### src/rtl/uart_pkg.sv
// ---------------------------------------------------------------------------
// uart_pkg: shared types and constants for the UART transmitter slice.
//   uart_state_e    : transmitter FSM states
//   UART_DATA_BITS  : data bits per frame
//   UART_IDLE_LEVEL : serial line level when idle / stop bit
//   UART_BIT_IDX_W  : width of the data-bit index
//   even_parity()   : XOR of the data bits
// ---------------------------------------------------------------------------
package uart_pkg;

    typedef enum logic [2:0] {
        IDLE   = 3'd0,
        START  = 3'd1,
        DATA   = 3'd2,
        PARITY = 3'd3,
        STOP   = 3'd4
    } uart_state_e;

    localparam int unsigned UART_DATA_BITS  = 8;
    localparam logic        UART_IDLE_LEVEL = 1'b1;
    localparam int unsigned UART_BIT_IDX_W  = 3;

    function automatic logic even_parity(input logic [UART_DATA_BITS-1:0] i_data);
        return ^i_data;
    endfunction

endpackage

### src/rtl/uart_baud_tick.sv
// ---------------------------------------------------------------------------
// uart_baud_tick: bit-period counter. Counts 0..CLKS_PER_BIT-1 while run is
// high and pulses tick for one cycle on the terminal count (the wrap).
//   clk   : rising-edge clock
//   reset : synchronous active-high reset
//   run   : count enable; counter is held at 0 while low
//   tick  : one-cycle pulse on the last cycle of each bit period
// ---------------------------------------------------------------------------
module uart_baud_tick #(
    parameter int unsigned CLKS_PER_BIT = 868
) (
    input  logic clk,
    input  logic reset,
    input  logic run,
    output logic tick
);

    localparam int unsigned CNT_W = (CLKS_PER_BIT > 1) ? $clog2(CLKS_PER_BIT) : 1;
    localparam logic [CNT_W-1:0] CNT_MAX = CNT_W'(CLKS_PER_BIT - 1);

    logic [CNT_W-1:0] r_cnt;
    logic             w_wrap;

    assign w_wrap = (r_cnt == CNT_MAX);

    // Counter restarts from 0 on wrap and whenever the transmitter is idle.
    always_ff @(posedge clk) begin
        if (reset) begin
            r_cnt <= '0;
        end else if (!run || w_wrap) begin
            r_cnt <= '0;
        end else begin
            r_cnt <= r_cnt + CNT_W'(1);
        end
    end

    assign tick = run & w_wrap;

endmodule

### src/rtl/uart_tx_core.sv
// ---------------------------------------------------------------------------
// uart_tx_core: UART transmitter, 8 data bits LSB first, 1 stop bit.
// Build option: define UART_TX_PARITY_EN to add an even-parity bit (8E1);
// without it the frame is 8N1.
//   clk      : rising-edge clock
//   reset    : synchronous active-high reset
//   tx_data  : byte to send, captured on an accepting edge
//   tx_valid : upstream offers tx_data
//   tx_ready : high only while idle (byte can be accepted)
//   tx_busy  : inverse of tx_ready
//   UART_TX  : serial output, registered, idle high
// ---------------------------------------------------------------------------
module uart_tx_core
    import uart_pkg::*;
#(
    parameter int unsigned CLKS_PER_BIT = 868
) (
    input  logic                      clk,
    input  logic                      reset,
    input  logic [UART_DATA_BITS-1:0] tx_data,
    input  logic                      tx_valid,
    output logic                      tx_ready,
    output logic                      tx_busy,
    output logic                      UART_TX
);

    uart_state_e               r_state;
    uart_state_e               w_next_state;
    logic [UART_BIT_IDX_W-1:0] r_bit_idx;
    logic [UART_BIT_IDX_W-1:0] w_bit_idx_next;
    logic [UART_DATA_BITS-1:0] r_shreg;
    logic                      r_tx;
    logic                      r_ready;
    logic                      r_busy;
    logic                      w_tx_next;
    logic                      w_accept;
    logic                      w_run;
    logic                      w_tick;

    assign w_run    = (r_state != IDLE);
    assign w_accept = (r_state == IDLE) & tx_valid;

    uart_baud_tick #(
        .CLKS_PER_BIT (CLKS_PER_BIT)
    ) u_baud_tick (
        .clk   (clk),
        .reset (reset),
        .run   (w_run),
        .tick  (w_tick)
    );

    // State register.
    always_ff @(posedge clk) begin
        if (reset) begin
            r_state <= IDLE;
        end else begin
            r_state <= w_next_state;
        end
    end

    // Next-state logic.
    always_comb begin
        w_next_state = r_state;
        unique case (r_state)
            IDLE:  if (tx_valid) w_next_state = START;
            START: if (w_tick)   w_next_state = DATA;
            DATA: begin
                if (w_tick && (r_bit_idx == UART_BIT_IDX_W'(UART_DATA_BITS - 1))) begin
`ifdef UART_TX_PARITY_EN
                    w_next_state = PARITY;
`else
                    w_next_state = STOP;
`endif
                end
            end
`ifdef UART_TX_PARITY_EN
            PARITY: if (w_tick) w_next_state = STOP;
`endif
            STOP:  if (w_tick)   w_next_state = IDLE;
            default:             w_next_state = IDLE;
        endcase
    end

    // Output logic: line level for the upcoming cycle, so UART_TX comes
    // straight from a flop and changes on the same edge as the state.
    always_comb begin
        w_bit_idx_next = r_bit_idx;
        w_tx_next      = UART_IDLE_LEVEL;
        // Index wraps 7 -> 0 as the last data bit completes.
        if ((r_state == DATA) && w_tick) begin
            w_bit_idx_next = r_bit_idx + UART_BIT_IDX_W'(1);
        end
        unique case (w_next_state)
            START:   w_tx_next = 1'b0;
            DATA:    w_tx_next = r_shreg[w_bit_idx_next];
`ifdef UART_TX_PARITY_EN
            PARITY:  w_tx_next = even_parity(r_shreg);
`endif
            default: w_tx_next = UART_IDLE_LEVEL;
        endcase
    end

    // Datapath and registered outputs.
    always_ff @(posedge clk) begin
        if (reset) begin
            r_bit_idx <= '0;
            r_shreg   <= '0;
            r_tx      <= UART_IDLE_LEVEL;
            r_ready   <= 1'b1;
            r_busy    <= 1'b0;
        end else begin
            r_bit_idx <= w_bit_idx_next;
            if (w_accept) begin
                r_shreg <= tx_data;
            end
            r_tx      <= w_tx_next;
            r_ready   <= (w_next_state == IDLE);
            r_busy    <= (w_next_state != IDLE);
        end
    end

    assign UART_TX  = r_tx;
    assign tx_ready = r_ready;
    assign tx_busy  = r_busy;

endmodule

### config.mk
export PLATFORM = sky130hd
export DESIGN_NAME = uart_tx_core
export DESIGN_NICKNAME = d
export VERILOG_FILES = /design/src/rtl/uart_pkg.sv /design/src/rtl/uart_baud_tick.sv /design/src/rtl/uart_tx_core.sv
export SDC_FILE = /design/constraint.sdc
export NUM_CORES = 1
export LEC_CHECK = 0
export ABC_AREA = 1
export BUFFER_PORTS_ARGS = -buffer_cell sky130_fd_sc_hd__buf_2
export CORE_MARGIN = 2
export CORE_UTILIZATION = 60
export CTS_BUF_LIST = sky130_fd_sc_hd__clkbuf_4
export DETAILED_ROUTE_END_ITERATION = 10
export MAX_ROUTING_LAYER = met4
export PLACE_DENSITY = 0.81
export SYNTH_ARGS = -nofsm -noshare
export SYNTH_HDL_FRONTEND = slang
export SYNTH_SLANG_ARGS = --single-unit
### constraint.sdc
create_clock -name clk -period 2.5 [get_ports clk]
set_input_delay 0 -clock clk [delete_from_list [all_inputs] [get_ports clk]]
set_output_delay 0 -clock clk [all_outputs]
set_load 0.02 [all_outputs]
==> results.py <==
metrics = {
    "sta": {
        "tns_ns": 0,
        "layout_min_cycle_time_ns": 1.68,
        "rsz0062_at_grt": "no",
        "fmax_mhz": 597,
        "fin_crit_sh": 0.670,
        "layout_setup_ws_ns": 0.824,
        "slew_headroom": 0.673,
        "slew_viol_final": 0,
        "tightest_slew_ns": 0.489,
        "finalHoldViolCount": 0,
        "report.final.setup_viol": 0,
        "skew_ns": 0.00463,
    },
    "power_and_ir_drop": {
        "clockPowerShare": 0.260,
        "leakagePower_nw": 0.638,
        "p_int_mw": 0.540,
        "p_per_area_nw_per_um2": 486,
        "ir_drop_v": 0.000492,
        "comb_power_share": 0.106,
        "p_sw_mw": 0.178,
        "swShare": 0.247,
        "seqPwrFrac": 0.634,
    },
    "worst_setup_path": {
        "cp-end-kind": "flop",
        "cp_max_fo": 17,
        "r2r_slack_ns": 0.82,
        "worstPathCellList": "nor2_1 -> inv_2 -> nor2_1 -> nand2_1 -> nand2_1 -> inv_2 -> nor2_2 -> nor2_1 -> nand2_1 -> inv_1",
        "r2r_cells": 10,
        "critPathKind": "flop to flop",
        "required_ns": 2.75,
        "critPathLaunchType": "flop",
        "max_stage_delay_ns": 0.37,
        "r2r_start": "r_state[2]",
        "cpMaxStageDelayCell": "dfxtp_1",
        "worstPathArrival_ns": 1.92,
        "r2r-end": "tx_ready",
    },
    "drt": {
        "vias_per_cell": 5.18,
        "dr_total_vias": 1103,
        "drc": 0,
        "drt_pre_antenna_iters": 4,
        "final_antenna_net_count": 0,
        "drt_iter0_drc": 16,
        "wirelength_um": 2470,
        "wire_per_inst_um": 11.6,
    },
    "cells_and_area": {
        "nFillCells": 149,
        "antenna_cells": 0,
        "area_growth_pct": 15.5,
        "drive_above_1_share": 0.220,
        "nets": 201,
    },
    "global_routing": {
        "first_global_vias": 1118,
        "grt_overflow_total": 0,
        "grt_max_degree": 18,
        "grt_antenna_before_repair": 0,
        "grt_first_pass_wirelength_um": 4640,
        "grtUsageTotal": 0.248,
    },
    "place": {
        "dp.final_hpwl_um": 1870,
        "io_buffers": 13,
        "dp_slack_ns": 0.860,
        "gp_routability_congestion": 0.897,
    },
    "yosys": {
        "synth.top_cell.area_share": 0.423,
        "yosys-top-cells-area": "dfxtp_1, inv_1, nand2_1",
        "synth_common_cells": "dfxtp_1, inv_1, nand2_1",
        "syn_nets": 177,
        "synthDistinctLibCells": 30,
        "ys.flop_type": "dfxtp_1",
        "ys_async_sr_fraction": 0,
        "syn-instance-count": 163,
        "yosysTopAreaCell": "dfxtp_1",
        "ys_warn_count": 0,
        "ys_seq_area_frac": 0.423,
        "synth.most_common_cell": "dfxtp_1",
        "syn_area_um2": 1280,
        "synth_seq_cells": 27,
        "syn_area_per_cell_um2": 7.84,
        "synth_edf_count": 0,
    },
    "floorplanning": {
        "initial_utilization": 0.645,
        "fp.dieH_um": 50.2,
        "coreArea_um2": 1980,
        "rows": 16,
        "die_w_um": 50.2,
        "dieArea_um2": 2520,
        "ios": 14,
    },
    "clock_tree": {
        "numCtsBuffers": 3,
        "cts_max_level": 1,
        "clkTransAtPathRegs_ns": 0.14,
        "clock-sinks": 27,
        "clock-root-buffer": "clkbuf_4",
        "clock_path_buffers": 2,
        "insertion_delay_ns": 0.33,
        "cts_tree": "done",
    },
    "worst_hold_path": {
        "hold_depth": 3,
        "min_from": "tx_data[0]",
        "hold_end": "r_shreg[0]",
        "hp-class": "input pin to flop",
    },
    "job": {
        "cap_violations": 0,
    },
    "status": {
        "status": "completed",
    },
}
-- worst max-delay path by stage --
stage	endpoint	from	depth (start not counted)	slack [ns]
global route	tx_ready	r_state[2]	10	0.62
finish	tx_ready	r_state[2]	10	0.82
floorplan	UART_TX	u_baud_tick.r_cnt[0]	10	1.06
detailed placement	tx_ready	r_state[2]	10	0.86
global placement	UART_TX	u_baud_tick.r_cnt[0]	8	0.94
CTS	tx_ready	r_state[2]	10	0.84
-- metal layers --
layer,GRT usage,share of wire,up-vias
li1,-,-,572
met1,0.304,0.46,499
met2,0.399,0.48,22
met3,0.0357,0.028,10
met4,0.125,0.033,0
met5,-,0,-
-- cells in the final DEF (no fill, tap or decap), types with 3 or more instances in the layout --
| cell type | count |
|---|---|
| buf_2 | 13 |
| a21oi_1 | 13 |
| o21ai_0 | 9 |
| clkbuf_4 | 3 |
| dlygate4sd3_1 | 8 |
| nand2_1 | 22 |
| ha_1 | 3 |
| nand3_1 | 13 |
| inv_1 | 22 |
| nor2_1 | 15 |
| dfxtp_1 | 27 |
| inv_2 | 7 |
| nand2_2 | 5 |
| nor3b_1 | 3 |
-- cells by family after synthesis --
kind of cell | count (synthesis) | share of synthesized area
AO/OA/AOI/OAI | 28 | 0.124
adder cells (fa/ha/maj) | 3 | 0.0294
buffers and inverters | 31 | 0.0920
flip-flops | 27 | 0.423
AND/OR/NAND/NOR | 74 | 0.332
-- power by group through the flow --
stage | clock [mW] | combinational, mW | sequential [mW]
floorplan | 0 | 0.0394 | 0.469
detailed placement | 0 | 0.0650 | 0.465
CTS | 0.196 | 0.0746 | 0.455
global route | 0.206 | 0.0870 | 0.457
global placement | 0 | 0.0615 | 0.464
finish | 0.187 | 0.0757 | 0.455
-- critical path, delay by kind of cell (launching register included) --
family        cells  cell delay (ns)
simple gates      7             1.07
buf+inv           3             0.16
flops             1             0.37
-- stage by stage --
| step | utilization | cells | cell area [µm²] | power (mW) | hold slack [ns] |
|---|---|---|---|---|---|
| after floorplan | - | 163 | 1280 | 0.508 | 0.192 |
| after global placement | 0.691 | 201 | 1370 | 0.525 | 0.273 |
| after detailed placement | 0.691 | 201 | 1370 | 0.530 | 0.280 |
| after CTS | 0.745 | 213 | 1480 | 0.726 | 0.00335 |
| after global routing | 0.745 | 213 | 1480 | 0.749 | 0.0472 |
| final | 0.745 | 213 | 1480 | 0.717 | 0.0101 |
-- repair_timing --
| item | 4_1_cts | 5_1_grt |
|---|---|---|
| gates resized for setup | 0 | 0 |
| hold buffers | 8 | 0 |
| buffers inserted | 0 | 0 |
| setup endpoints to repair | 0 | 0 |
| endpoints found under the hold margin | 12 | 0 |
-- layout make-up --
cell class | instances | area, µm² | area share
multi-input cells | 105 | 621 | 0.420
flip-flops and latches | 27 | 541 | 0.366
repair buffers | 21 | 145 | 0.0983
inverters | 29 | 109 | 0.0737
well taps | 27 | 33.8 | 0.0229
clock buffers | 3 | 22.5 | 0.0153
clock inverters | 1 | 5.00 | 0.00339
-- sequential cells by signal, summed over array words and instances, names as in the netlist --
register / cells
u_baud_tick.r_cnt: 10
tx_ready: 1
r_bit_idx: 3
r_shreg: 8
tx_busy: 1
r_state: 3
UART_TX: 1
Note: power is estimated with default switching activity, not from simulation.
